## config.mk

```make
export PLATFORM = sky130hd
export DESIGN_NAME = rr_lock_arbiter_flat
export DESIGN_NICKNAME = d
export VERILOG_FILES = /design/src/rtl/rr_lock_arbiter_if.sv /design/src/rtl/rr_lock_arbiter.sv /design/src/flat_wrapper.sv
export SDC_FILE = /design/constraint.sdc
export NUM_CORES = 1
export LEC_CHECK = 0
export CORE_MARGIN = 2
export CORE_UTILIZATION = 45
export CTS_CLUSTER_SIZE = 28
export DETAILED_ROUTE_END_ITERATION = 8
export PLACE_DENSITY = 0.74
export SYNTH_ARGS = -nofsm -noshare
export SYNTH_HDL_FRONTEND = slang
export SYNTH_SLANG_ARGS = --single-unit
```

## constraint.sdc

```tcl
create_clock -name clk -period 1.75 [get_ports clk]
set_clock_uncertainty 0.05 [all_clocks]
set_input_delay 0.35 -clock clk [delete_from_list [all_inputs] [get_ports clk]]
set_output_delay 0.35 -clock clk [all_outputs]
set_load 0.02 [all_outputs]
```

## src/rtl/rr_lock_arbiter_if.sv

```systemverilog
// ---------------------------------------------------------------------------
// rr_lock_arbiter_if
// Request/grant bundle between N requesters and the rr_lock_arbiter.
//
// Handshake: req[i] is a level held by requester i for as long as it wants
// the resource; gnt is a registered one-hot owner vector. The owner keeps
// the resource while gnt[i] is high and gives it back by pulsing done[i] or
// by dropping req[i]. The arbiter may also take it back on its own (timeout
// pulses in the cycle after such a forced release). There is no back-pressure
// on gnt: requesters must observe it every cycle.
//
// Signals:
//   req       N    requester -> arbiter  request levels
//   done      N    requester -> arbiter  release pulses (owner bit only)
//   gnt       N    arbiter -> requester  one-hot grant, zero when no owner
//   gnt_valid 1    arbiter -> requester  |gnt
//   gnt_id    IDW  arbiter -> requester  owner index, 0 when no owner
//   timeout   1    arbiter -> requester  forced-release pulse
// Modports: master = requester side, slave = arbiter side.
// ---------------------------------------------------------------------------
interface rr_lock_arbiter_if #(
  parameter int N   = 4,
  parameter int IDW = (N > 1) ? $clog2(N) : 1
);
  logic [N-1:0]   req;
  logic [N-1:0]   done;
  logic [N-1:0]   gnt;
  logic           gnt_valid;
  logic [IDW-1:0] gnt_id;
  logic           timeout;

  modport master (
    output req, done,
    input  gnt, gnt_valid, gnt_id, timeout
  );

  modport slave (
    input  req, done,
    output gnt, gnt_valid, gnt_id, timeout
  );
endinterface

```

## src/rtl/rr_lock_arbiter.sv

```systemverilog
// ---------------------------------------------------------------------------
// rr_lock_arbiter
// Round-robin arbiter with grant locking. A winner keeps the resource until
// it pulses done, drops its request, or has held it for MAX_HOLD cycles.
// Every release is followed by exactly one turnaround cycle with gnt=0.
//
// Ports:
//   clk      in   rising-edge clock
//   rst_n    in   synchronous active-low reset
//   arb_if   slave modport of rr_lock_arbiter_if (req/done in, gnt/... out)
//   state_o  out  current FSM state (IDLE=0, OWN=1, TURN=2) for observation
//
// Optional build macro: RR_LOCK_ARB_PRIO0_EN
//   When defined, requester 0 wins any arbitration it takes part in, and a
//   grant to requester 0 leaves the rotation pointer untouched.
// ---------------------------------------------------------------------------
module rr_lock_arbiter #(
  parameter int N        = 4,
  parameter int MAX_HOLD = 16,
  parameter int IDW      = (N > 1) ? $clog2(N) : 1
) (
  input  logic               clk,
  input  logic               rst_n,
  rr_lock_arbiter_if.slave   arb_if,
  output logic [1:0]         state_o
);

  typedef enum logic [1:0] {
    IDLE = 2'd0,
    OWN  = 2'd1,
    TURN = 2'd2
  } state_e;

  state_e         state_q, state_d;
  logic [N-1:0]   gnt_q, gnt_d;
  logic [IDW-1:0] id_q, id_d;
  logic [IDW-1:0] ptr_q, ptr_d;
  logic [7:0]     hold_q, hold_d;
  logic           to_q, to_d;

  logic [IDW-1:0] win_id;
  logic [IDW-1:0] scan_idx;
  logic           found;
  logic           own_done, own_drop, hit_lim;

  // Rotating scan starting at ptr_q; first requester found wins.
  always_comb begin
    win_id   = '0;
    scan_idx = '0;
    found    = 1'b0;
    for (int i = 0; i < N; i++) begin
      scan_idx = IDW'((int'(ptr_q) + i) % N);
      if (!found && arb_if.req[scan_idx]) begin
        found  = 1'b1;
        win_id = scan_idx;
      end
    end
`ifdef RR_LOCK_ARB_PRIO0_EN
    if (arb_if.req[0]) win_id = '0;
`endif
  end

  assign own_done = arb_if.done[id_q];
  assign own_drop = !arb_if.req[id_q];
  assign hit_lim  = (hold_q == 8'(MAX_HOLD - 1));

  always_comb begin
    state_d = state_q;
    gnt_d   = gnt_q;
    id_d    = id_q;
    ptr_d   = ptr_q;
    hold_d  = hold_q;
    to_d    = 1'b0;
    case (state_q)
      // TURN is the gnt=0 gap cycle itself; the edge that ends it is where
      // arbitration lands, so back-to-back spacing is grant, 1 gap, grant.
      IDLE, TURN: begin
        state_d = IDLE;
        if (|arb_if.req) begin
          state_d        = OWN;
          gnt_d          = '0;
          gnt_d[win_id]  = 1'b1;
          id_d           = win_id;
          hold_d         = '0;
        end
      end
      OWN: begin
        if (own_done || own_drop || hit_lim) begin
          state_d = TURN;
          gnt_d   = '0;
          id_d    = '0;
          hold_d  = '0;
          // Timeout is only reported when the limit alone forced the release.
          to_d    = hit_lim && !own_done && !own_drop;
          ptr_d   = (id_q == IDW'(N - 1)) ? '0 : id_q + 1'b1;
`ifdef RR_LOCK_ARB_PRIO0_EN
          if (id_q == '0) ptr_d = ptr_q;
`endif
        end else if (hold_q != 8'(MAX_HOLD)) begin
          hold_d = hold_q + 8'd1;
        end
      end
      default: begin
        state_d = IDLE;
        gnt_d   = '0;
        id_d    = '0;
      end
    endcase
  end

  always_ff @(posedge clk) begin
    if (!rst_n) begin
      state_q <= IDLE;
      gnt_q   <= '0;
      id_q    <= '0;
      ptr_q   <= '0;
      hold_q  <= '0;
      to_q    <= 1'b0;
    end else begin
      state_q <= state_d;
      gnt_q   <= gnt_d;
      id_q    <= id_d;
      ptr_q   <= ptr_d;
      hold_q  <= hold_d;
      to_q    <= to_d;
    end
  end

  assign arb_if.gnt       = gnt_q;
  assign arb_if.gnt_valid = |gnt_q;
  assign arb_if.gnt_id    = id_q;
  assign arb_if.timeout   = to_q;
  assign state_o          = state_q;

endmodule

```

## src/flat_wrapper.sv

```systemverilog
// flat-port wrapper written by rule: the top's interface ports become plain ports
module rr_lock_arbiter_flat 
#(
  parameter int N        = 4,
  parameter int MAX_HOLD = 16,
  parameter int IDW      = (N > 1) ? $clog2(N) : 1
)
  (clk, rst_n, state_o, arb_if_req, arb_if_done, arb_if_gnt, arb_if_gnt_valid, arb_if_gnt_id, arb_if_timeout);
  rr_lock_arbiter_if #(.N(N), .IDW(IDW)) arb_if_i ();
  input  logic clk;
  input  logic rst_n;
  output logic [1:0] state_o;
  input wire logic [$bits(arb_if_i.req)-1:0] arb_if_req;
  input wire logic [$bits(arb_if_i.done)-1:0] arb_if_done;
  output wire logic [$bits(arb_if_i.gnt)-1:0] arb_if_gnt;
  output wire logic [$bits(arb_if_i.gnt_valid)-1:0] arb_if_gnt_valid;
  output wire logic [$bits(arb_if_i.gnt_id)-1:0] arb_if_gnt_id;
  output wire logic [$bits(arb_if_i.timeout)-1:0] arb_if_timeout;
  assign arb_if_i.req = arb_if_req;
  assign arb_if_i.done = arb_if_done;
  assign arb_if_gnt = arb_if_i.gnt;
  assign arb_if_gnt_valid = arb_if_i.gnt_valid;
  assign arb_if_gnt_id = arb_if_i.gnt_id;
  assign arb_if_timeout = arb_if_i.timeout;
  rr_lock_arbiter #(.N(N), .MAX_HOLD(MAX_HOLD), .IDW(IDW)) u_core (.clk(clk), .rst_n(rst_n), .arb_if(arb_if_i), .state_o(state_o));
endmodule
```

# --- Word-level counts from Yosys, hierarchy flattened ---
# Index checks and enable logic that the tools add are counted.
totals:
  register_bits: 19
  inputBits: 10
  out_inout_bits: 10
  word_cells: 83
classes:
  addsub: 5
  n_lt_le_gt_ge: 7
  n_eq_ne: 8
  muxes: 35
  n_reduce_logical: 22
op_table:
  columns: ["op", "n"]
  rows:
  - ["2-to-1 mux 8 bit", 3]
  - ["less-than comparator 2 x 3 -> 1 bit (second input constant)", 6]
  - ["2-to-1 mux 2 bit", 8]
  - ["case mux 8 bit (2 select lines)", 1]
  - ["binary-select mux 1 bit (select 2 bit)", 6]
  - ["2-to-1 mux 1 bit", 11]
  - ["adder 8 x 1 -> 8 bit (second input constant)", 1]
  - ["== test 8 x 4 -> 1 bit (second input constant)", 1]
  - ["2-to-1 mux 4 bit", 2]
  - ["inequality test 8 x 5 -> 1 bit (second input constant)", 1]
  - ["case mux 2 bit (2 select lines)", 2]
  - ["case mux 4 bit (2 select lines)", 1]
  - ["OR reduction 4 bit", 2]
  - ["logical AND 1 bit", 6]
  - ["AND reduction 3 bit", 2]
  - ["zero test 1 bit", 5]
  - ["adder 2 x 1 -> 2 bit (second input constant)", 2]
  - ["adder 2 bit (second input constant)", 2]
  - ["== test 2 bit (second input constant)", 2]
  - ["inequality test 2 x 1 -> 1 bit (second input constant)", 2]
  - ["AND reduction 2 bit", 2]
  - ["inequality test 3 x 1 -> 1 bit (second input constant)", 1]
  - ["demux 1 bit (select 2 bit)", 1]
  - ["== test 2 x 1 -> 1 bit (second input constant)", 1]
  - ["other kinds (5)", 6]

# --- Depth between registers and ports, before layout ---
# Gate-level depths: netlist of the first run.
depth:
  word_depth: 18
  depth_mapped: 6
  ltp_nobuf: 6

# --- Worst setup path after synthesis of the first run ---
# OpenSTA, ideal clock, no wires.
synth_timing:
  kind: "reg-to-reg"
  start: "register u_core.id_q[1] (netlist: u_core.arb_if.gnt_id[1])"
  end: "register u_core.hold_q[2]"
  setup_ns: 0.088
  arrival_time_ns: 1.817
  t_required_ns: 1.612
  path_slack_ns: -0.205
  path_stages_with_launch: 5
  path_buffers: 0
  synth_period_minus_slack_ns: 1.955
  path_cell_list: "dfxtp_1 -> mux4_2 -> nor4_4 -> nor2_2 -> a311oi_2"
synth_via:
  elab_chain_cells: 7
  word_cells_on_any_way: 11
  cone_classes: "1 x eq/ne; 6 x mux; 4 x reduce/logical"
synth_rtl:
  columns: ["element", "line", "text"]
  rows:
  - ["from (decl)", "rr_lock_arbiter.sv:36", "logic [IDW-1:0] id_q, id_d;"]
  - ["from (signal assigned)", "rr_lock_arbiter.sv:122", "id_q <= id_d;"]
  - ["binary-select mux 1 bit (select 2 bit)", "rr_lock_arbiter.sv:64", "assign own_drop = !arb_if.req[id_q];"]
  - ["2-to-1 mux 1 bit (implied by the code)", "rr_lock_arbiter.sv:64", null]
  - ["zero test 1 bit", "rr_lock_arbiter.sv:64", null]
  - ["logical OR 1 bit * (2 in series)", "rr_lock_arbiter.sv:88", "if (own_done || own_drop || hit_lim) begin"]
  - ["inequality test 3 x 1 -> 1 bit (no line) or 2-to-1 mux 8 bit (tied branches)", null, null]
  - ["AND reduction 3 bit (no line) or case mux 8 bit (2 select lines) (tied branches)", null, null]
  - ["to (signal assigned)", "rr_lock_arbiter.sv:124", "hold_q <= hold_d;"]
  - ["to (decl)", "rr_lock_arbiter.sv:38", "logic [7:0] hold_q, hold_d;"]
# Mark *: on every way between the ends. The rest lies on a longest branch, timed or not. The select of a mux whose other input is x is not followed.
# A chain may end at the register's enable or synchronous reset.

# --- Final worst setup path of the first run ---
layout_timing:
  start: "register u_core.gnt_q[0] (netlist: u_core.arb_if.gnt[0])"
  end: "output port arb_if_gnt_valid"
layout_via:
  elab_chain_cells: 1
layout_rtl:
  columns: ["element", "line", "text"]
  rows:
  - ["from (decl)", "rr_lock_arbiter.sv:35", "logic [N-1:0] gnt_q, gnt_d;"]
  - ["from (signal assigned)", "rr_lock_arbiter.sv:121", "gnt_q <= gnt_d;"]
  - ["OR reduction 4 bit", "rr_lock_arbiter.sv:130", "assign arb_if.gnt_valid = |gnt_q;"]
  - ["to (decl)", "flat_wrapper.sv:16", "output wire logic [$bits(arb_if_i.gnt_valid)-1:0] arb_if_gnt_valid;"]
# No other way between the ends.

==> results.cfg, run 1 <==
[synthesis]
synthArstFlopShare = 0
syn_area_per_cell_um2 = 8.46
synth_edf_count = 0
synth_area_leaders = dfxtp_1 38%, nand2b_1 5.7%, nand2_1 4.9%, nor2_1 4.2%, ha_1 3.8%
ys_types = 34
synth_largest_area_cell = dfxtp_1
syn_inst = 117
yosysSeqAreaShare = 0.384
syn-cell-area_um2 = 990
syn_nets = 130
synth_top_area_frac = 0.384
ys_seq_elements = 19
synth_ff_type = dfxtp_1
yosysWarnings = 0

[setup_path]
path_cells = or4_4 > buf_6
cp_data_arrival_time_ns = 1.33
worst-r2r-cell-count = 5
r2r_start = u_core.arb_if.gnt_id[1]
required_ns = 1.35
endpoint_kind = primary output
reg2reg_slack_ns = 0.03
cpPeakStageDelay_ns = 0.54
crit_fanout = 2
rr_endpoint = u_core.arb_if.gnt_id[0]
cp_num_buf_inv = 1
crit_family = simple AND/OR/NAND/NOR gates
worst_setup_path_start_kind = flip-flop
critPathSlowestCell = or4_4
crit_type = flip-flop to primary output

[clocking]
numCtsBuffers = 3
cts.clk_slew.worst_paths_ns = 0.12
h-tree-depth = 1
cts_root_buf = clkbuf_4
clk_latency_ns = 0.31
clkSinkCount = 19
ctsHoldBuffers = 0
cts_tree = yes
clock_path_buffers = 2

[sta]
max_slew_margin = 0.742
maxSlewViolCount = 0
fmax_ghz = 0.578
final_hold_viol_count = 0
hold_slack_ns = 0.467
fin_tns_setup_ns = 0
fin_crit_sh = 0.988
rsz0062_at_grt = yes
worstMarginPinSlew_ns = 0.383
finalSetupViolations = 0
period_minus_slack_ns = 1.73

[route]
avgRoutedWirePerCell_um = 14.2
drc = 0
dr.pass1.iters = 4
vias_per_cell = 5.57
num_vias = 1059
postRouteAntennaNets = 0
wl_um = 2690
first_iter_violations = 24

[finish]
finalNonFillerCells = 190
n_antenna_cell = 0
fill_cells = 146
finalNetCount = 177
drive_above_1_share = 0.331
final_cell_area_mm2 = 0.00153
syn_to_final_growth_pct = 54.9

[floorplanning]
row_count = 16
die_area_mm2 = 0.00259
dieHeight_um = 50.9
start_util = 0.489
io_pins = 20
core_mm2 = 0.00202
die_w_um = 50.9

[global_routing]
antenna_found_initial = 0
grt_usage = 0.219
first_global_vias = 991
grt_overflow_total = 0
grt_pass1_wl_um = 4260
grt_max_degree = 14

[min_path]
hp-class = flip-flop to flip-flop
holdPathStages = 2
hold-path-endpoint = u_core.ptr_q[0]
hp-start = u_core.ptr_q[0]

[flow_run]
maxCapViolCount = 0

[placed_design]
hpwl_um = 1970
dpl.cell_count = 185
dpl_cell_area_mm2 = 0.00141
io_buffers = 19
place_congestion = 0.785

[status]
run_status = finished clean

[pwr]
powerDensity_mw_per_mm2 = 623
ir_drop_uv = 476
leakage_nw = 0.642
## stage by stage
stage | util | power (W) | setup WS [ns]
3_5_place_dp | 0.699 | 0.000709 | -0.553
3_3_place_gp | 0.699 | 0.000702 | -0.492
2_1_floorplan | - | 0.000583 | -0.00282
6_report | 0.758 | 0.000955 | 0.0209
4_1_cts | 0.728 | 0.000933 | -0.0176
5_1_grt | 0.758 | 0.000997 | -0.0398
## worst min-delay path: stages (launching register included)
cell and delay (ns):
dfxtp_1 0.35, nand3_1 0.07, o41ai_1 0.07
## repair_timing
| item | in CTS | in global routing |
|---|---|---|
| setup endpoints to repair | 23 | 18 |
| resized for setup | 28 | 15 |
| buffers inserted | 0 | 1 |
| pin swaps | 2 | 3 |
## flip-flops by register name (all words and copies together) (netlist names)
register / cells
u_core.arb_if.timeout: 1
u_core.hold_q: 8
u_core.ptr_q: 2
u_core.arb_if.gnt_id: 2
u_core.state_o: 2
u_core.arb_if.gnt: 4
## report_power, final
| group | leakage, nW | internal (W) | total [W] | switching [W] |
|---|---|---|---|---|
| sequential | 0.156 | 0.000451 | 0.000466 | 0.0000146 |
| combinational | 0.468 | 0.000127 | 0.000255 | 0.000128 |
| clock | 0.0177 | 0.0000854 | 0.000235 | 0.000149 |
## cells in the mapped netlist, types with 2 or more instances
| cell | n |
|---|---|
| dfxtp_1 | 19 |
| nand3_1 | 4 |
| o22ai_1 | 5 |
| a31oi_1 | 3 |
| o21ai_0 | 5 |
| xor2_1 | 2 |
| inv_1 | 6 |
| nor2_1 | 11 |
| nand2b_1 | 9 |
| clkbuf_1 | 2 |
| nor4_1 | 2 |
| a21oi_1 | 6 |
| nand4_1 | 5 |
| nor3_1 | 3 |
| nand2_1 | 13 |
| mux2i_1 | 2 |
| ha_1 | 3 |
## cell families (layout without fill, tap and decap cells)
logic type,Yosys count,in the layout,share of synthesized area
and+or+nand+nor,54,54,0.295
AOI/OAI and AO/OA,27,27,0.183
DFF,19,19,0.384
xor gates and xnor gates,3,3,0.0266
adders and majority gates,3,3,0.0379
buffers and inverters,8,54,0.0303
muxes,3,3,0.0430
## placed cells by master, fill, tap and decap left out, types with 4 or more instances in the layout
master,n
dlygate4sd2_1,10
nor2_1,10
nand2_1,13
a21oi_1,4
nand3_1,4
nand4_1,5
o21ai_0,5
nand2b_1,7
o22ai_2,4
dfxtp_2,4
buf_4,23
dfxtp_1,15
inv_1,6
## routing by layer
metal | routed length (µm) | part of all wire | up-vias | global-route usage
met5 | 0 | 0 | - | 0
met3 | 112 | 0.042 | 5 | 0.0351
met4 | 40 | 0.015 | 0 | 0.0856
met1 | 1220 | 0.45 | 501 | 0.272
li1 | - | - | 522 | -
met2 | 1320 | 0.49 | 31 | 0.379
## area by class of cell
| type | count | area, µm² | area share |
|---|---|---|---|
| Multi-Input combinational cell | 90 | 676 | 0.441 |
| Timing Repair Buffer | 44 | 388 | 0.253 |
| Sequential cell | 19 | 385 | 0.251 |
| Tap cell | 27 | 33.8 | 0.0220 |
| Clock buffer | 3 | 22.5 | 0.0147 |
| Inverter | 6 | 22.5 | 0.0147 |
| Clock inverter | 1 | 5.00 | 0.00327 |
## worst max path at each step
stage	cells after the start	start	endpoint	slack (ns)
final	2	u_core.arb_if.gnt[0]	arb_if_gnt_valid	0.02
after global placement	8	arb_if_req[2]	u_core.hold_q[7]	-0.49
after CTS	5	u_core.arb_if.gnt_id[1]	u_core.arb_if.gnt_id[0]	-0.02
after detailed placement	7	arb_if_req[3]	u_core.arb_if.gnt_id[0]	-0.55
after global routing	7	arb_if_done[0]	u_core.hold_q[7]	-0.04
after floorplan	5	arb_if_done[3]	u_core.hold_q[2]	-0.003
(Power assumes the default switching activity.)
==> inputs of run 2 (changes only) <==
--- a/config.mk
+++ b/config.mk
@@ -5,6 +5,7 @@
 export SDC_FILE = /design/constraint.sdc
 export NUM_CORES = 1
 export LEC_CHECK = 0
+export CAP_MARGIN = 10
 export CORE_MARGIN = 2
 export CORE_UTILIZATION = 45
 export CTS_CLUSTER_SIZE = 28
==> results of run 2 <==
No change in the layout: final DEF, timing and power equal those of run 1.
==> RTL change 1 (settings of run 2) <==
Take the reset off `hold_q` and load it in a clocked block of its own.
--- a/src/rtl/rr_lock_arbiter.sv
+++ b/src/rtl/rr_lock_arbiter.sv
@@ -114,16 +114,18 @@
       gnt_q   <= '0;
       id_q    <= '0;
       ptr_q   <= '0;
-      hold_q  <= '0;
       to_q    <= 1'b0;
     end else begin
       state_q <= state_d;
       gnt_q   <= gnt_d;
       id_q    <= id_d;
       ptr_q   <= ptr_d;
-      hold_q  <= hold_d;
       to_q    <= to_d;
     end
+  end
+
+  always_ff @(posedge clk) begin
+    hold_q <= hold_d;
   end
 
   assign arb_if.gnt       = gnt_q;
Check against the original RTL: no difference found for any inputs over 10 cycles, from zero or initial values and one cycle with rst_n low; that may be too few to reach the edited logic, so the function may still have changed.
==> RTL change 1 against run 2 <==
The run now ends with negative setup slack left; register-to-register slack worse by 0.20 ns; non-clock buffer count is 3 higher; cell count is 2.1% lower; global-route usage is 0.94 points lower; design area is 1.8% higher; setup slack worse by 0.19 ns; via count is 8.2% lower; power is 18% higher; routed wire length is 5.3% lower; area after synthesis is 5.3% higher; sequential cell count stayed put; die area is 4.9% higher; critical endpoint is now u_core.arb_if.gnt[0]; largest cell class unchanged.
==> RTL change 1: results (changes against run 2) <==
Status: finished with violations
Failing checks: negative setup slack
NumNets Final: 172 (-2.8%)
Pre-CTS setup slack: -0.549 ns (+0.00374 ns)
Reg-to-reg slack, setup: -0.17 ns (-0.20 ns)
First-pass GRT wire length: 4.14 mm (-2.9%)
Sequential share of the synthesized area: 44.2% (+5.7 points)
Critical-path maximum fanout: 5 (+3)
Setup violators final: 19 (+19)
Fill count: 158 (+8.2%)
Dpl cells: 180 (-2.7%)
Post-synthesis mux area share: 4.08% (-0.22 points)
Routability cong.: 0.790 (+0.71%)
Crit Path Class: reg2reg
Final worst setup slack: -0.166 ns (-0.187 ns)
Crit path DAT: 2.06 ns (+0.73 ns)
Post-synth EDFFs: 8 (+8)
WL final: 2.55 mm (-5.3%)
Cells after Synth: 108 (-7.7%)
Number of global-route vias before repair: 925 (-6.7%)
Syn nets: 121 (-6.9%)
Share of cells above drive strength 1: 33.5% (+0.42 points)
Max_slew headroom: 67.0% (-7.2 points)
Area share of fa/ha/maj cells after synthesis: 3.60% (-0.19 points)
Commonest cells post-synth: nand2_1 (14), nor2_1 (12), dfxtp_1 (11)
Post-synthesis xor/xnor area fraction: 5.04% (+2.4 points)
Worst r2r dst: u_core.arb_if.gnt[0]
Dpl hpwl: 1.92 mm (-2.4%)
1st-iter DRT viols: 14 (-42%)
Max incr delay on CP: 0.58 ns (+0.04 ns)
RTL change 1: what timing repair did:
item,CTS,global route
setup buffers,1,2
pin swaps,6,2
hold buffers,0,0
endpoints found under the hold margin,0,0
resized for setup,25,10
setup endpoints to repair,30,23
RTL change 1: cells by family (layout without fill, tap and decap cells):
logic type / after synthesis / after routing
compound gates: 16 / 16
xor+xnor: 6 / 6
fa+ha+maj: 3 / 3
buf+inv: 5 / 55
flops: 19 / 19
mux: 3 / 3
simple gates: 56 / 56
RTL change 1: critical path: cells and delay by family, from the launching register on:
family / cells / cell delay, ns
AND/OR/NAND/NOR: 1 / 0.58
flip-flops: 1 / 0.40
AO/OA/AOI/OAI: 3 / 0.49
buffers and inverters: 2 / 0.29
RTL change 1: final cells by class:
| cell class | instances | area, um2 | area share (%) |
|---|---|---|---|
| clock buffer | 3 | 22.5 | 1.44 |
| clock inverter | 1 | 5.00 | 0.321 |
| inverter | 4 | 15.0 | 0.962 |
| multi-input combinational | 84 | 601 | 38.5 |
| sequential | 19 | 463 | 29.7 |
| tap | 28 | 35.0 | 2.25 |
| timing repair buffer | 47 | 419 | 26.9 |
RTL change 1: power breakdown:
group          internal, uW  switching (uW)  total (uW)
clock network          85.2             140         226
registers               504            31.7         536
logic                   200             167         367
total                   789             339        1130
RTL change 1: through the flow:
| stage | util, % | TNS (ns) |
|---|---|---|
| 2_1_floorplan | - | -1.96 |
| 3_5_place_dp | 67.6 | -12.67 |
| 5_1_grt | 71.2 | -2.92 |
| 3_3_place_gp | 67.6 | -11.84 |
| 4_1_cts | 69.5 | -1.96 |
| 6_report | 71.2 | -2.27 |
RTL change 1: metal layers:
layer	GRT usage [%]	wire length [um]	up-vias
met5	0	0	-
met4	6.58	14	0
met3	3.45	71	4
met2	37.8	1400	18
met1	25.1	1060	466
li1	-	-	484
==> RTL change 2 (config.mk and constraints of run 2) <==
Made on the original files. `N` is set to 4 in 3 places; all go to 16.
--- a/src/rtl/rr_lock_arbiter_if.sv
+++ b/src/rtl/rr_lock_arbiter_if.sv
@@ -19,7 +19,7 @@
 // Modports: master = requester side, slave = arbiter side.
 // ---------------------------------------------------------------------------
 interface rr_lock_arbiter_if #(
-  parameter int N   = 4,
+  parameter int N   = 16,
   parameter int IDW = (N > 1) ? $clog2(N) : 1
 );
   logic [N-1:0]   req;
--- a/src/rtl/rr_lock_arbiter.sv
+++ b/src/rtl/rr_lock_arbiter.sv
@@ -15,7 +15,7 @@
 //   grant to requester 0 leaves the rotation pointer untouched.
 // ---------------------------------------------------------------------------
 module rr_lock_arbiter #(
-  parameter int N        = 4,
+  parameter int N        = 16,
   parameter int MAX_HOLD = 16,
   parameter int IDW      = (N > 1) ? $clog2(N) : 1
 ) (
--- a/src/flat_wrapper.sv
+++ b/src/flat_wrapper.sv
@@ -1,7 +1,7 @@
 // flat-port wrapper written by rule: the top's interface ports become plain ports
 module rr_lock_arbiter_flat 
 #(
-  parameter int N        = 4,
+  parameter int N        = 16,
   parameter int MAX_HOLD = 16,
   parameter int IDW      = (N > 1) ? $clog2(N) : 1
 )
Ports: changed (resized arb_if_done, arb_if_gnt, arb_if_gnt_id and arb_if_req); port bits go from 20 to 58. No check against the original RTL was run, so the function may have changed too.
==> RTL change 2 against run 2 <==
The run now ends with negative setup slack left; register-to-register slack lost 2.4 ns; first-iteration DRC count grew to 18 times the old value; setup slack worse by 2.4 ns; design area grew to 4.3 times the old value; routed wire length grew to 6.1 times the old value; clock power increased to 2.8 times the old value; sequential cell count grew 16; critical path depth up 11; non-clock buffer count up 209; die area grew to 3.9 times the old value; power grew to 12 times the old value; area after synthesis increased to 4.2 times the old value; sequential power grew 130%; highest routed layer unchanged.
==> RTL change 2: results (changes against run 2) <==
1st-iter DRT viols: 437 (+1700%)
Max VDD drop: 0.936 mV (+97%)
Clock transition at the registers of the reported paths: 0.07 ns (-0.05 ns)
Share of cells above drive strength 1: 41.6% (+8.5 points)
Max FFs per register: 16 (+8)
Critical-path maximum fanout: 5 (+3)
Routability cong.: 0.985 (+26%)
Status: finished with violations
Vias per inst: 6.15 (+10%)
Dpl cells: 812 (+340%)
Setup violators final: 35 (+35)
Netlist cell types: 73 (+110%)
Syn nets: 532 (+310%)
First-pass GRT wire length: 26.0 mm (+510%)
NumNets Final: 761 (+330%)
Worst skew pair latency: 0.29 ns (-0.02 ns)
Final Non-Filler Cells: 829 (+340%)
GRT Total Usage: 33.2% (+11 points)
Switching share of power: 47.4% (+17 points)
Post-synthesis mux area share: 26.2% (+22 points)
Dpl hpwl: 12.5 mm (+530%)
DP Area: 0.00631 mm2 (+350%)
Fill count: 654 (+350%)
Sequential share of the synthesized area: 16.9% (-22 points)
Num CTS Buffers: 5 (+2)
H-tree Lvls: 2 (+1)
Crit path DAT: 4.24 ns (+2.91 ns)
WL final: 16.3 mm (+510%)
First-pass DRT Iterations: 5 (+1)
Final worst setup slack: -2.36 ns (-2.38 ns)
Post-synthesis xor/xnor area fraction: 3.17% (+0.52 points)
Failing checks: negative setup slack
Post-Synthesis Mean Instance Area: 8.49 um2 (+0.36%)
Compound-Gate Fraction of Synth Area: 24.9% (+6.5 points)
Commonest cells post-synth: nor2_1 (44), dfxtp_1 (35), nand2_1 (35)
Leak pwr: 0.00282 uW (+340%)
Max_slew headroom: 62.8% (-11 points)
Top cells by area, synth: dfxtp_1 (17%), mux4_2 (13%), mux2i_1 (6.8%)
[RTL change 2: routing by layer]
layer	global-route usage, %	share of wire, %
met1	40.3	41
met2	58.6	49
met3	5.92	6.5
met4	12.2	3.5
met5	0	0
[RTL change 2: per-stage QoR]
step	utilization (%)	TNS, ns	hold WS [ns]
2_1_floorplan	-	-58.23	0.423
3_3_place_gp	69.6	-63.62	0.431
3_5_place_dp	69.6	-68.18	0.456
4_1_cts	72.0	-57.20	0.472
5_1_grt	72.3	-62.81	0.498
6_report	72.3	-59.64	0.474
[RTL change 2: kinds of logic (layout without fill, tap and decap cells)]
family | count (synthesis) | in the layout
simple gates | 162 | 162
compound gates | 138 | 138
buf+inv | 54 | 284
mux | 74 | 74
flops | 35 | 35
fa+ha+maj | 10 | 10
xor+xnor | 15 | 15
[RTL change 2: power by group through the flow]
stage / Combinational [uW] / Sequential, uW / Clock (uW)
after global placement: 9330 / 1090 / 0
final: 10200 / 1080 / 652
after CTS: 9890 / 1080 / 654
after detailed placement: 9540 / 1090 / 0
after floorplan: 5430 / 1190 / 0
after global routing: 10800 / 1090 / 685
[RTL change 2: layout make-up]
cell class | instances | share of cell area (%)
inverter | 23 | 1.37
tap | 111 | 2.12
timing repair buffer | 253 | 31.5
sequential | 35 | 10.8
multi-input combinational | 399 | 52.7
clock buffer | 8 | 1.53
[RTL change 2: final timing paths]
| kind | endpoint | depth (start not counted) | start |
|---|---|---|---|
| worst max-delay path | u_core.arb_if.gnt[15] | 13 | u_core.ptr_q[1] |
| worst min-delay path | u_core.arb_if.gnt[8] | 1 | u_core.arb_if.gnt[8] |
| worst max register to register | u_core.arb_if.gnt[15] | 13 | u_core.ptr_q[1] |
| worst min register to register | u_core.arb_if.gnt[8] | 1 | u_core.arb_if.gnt[8] |
[RTL change 2: what timing repair did]
item,in CTS,in global routing
buffers inserted,8,1
gates resized for setup,35,10
pin swaps,13,6
gates cloned,0,0
setup endpoints to repair,40,40
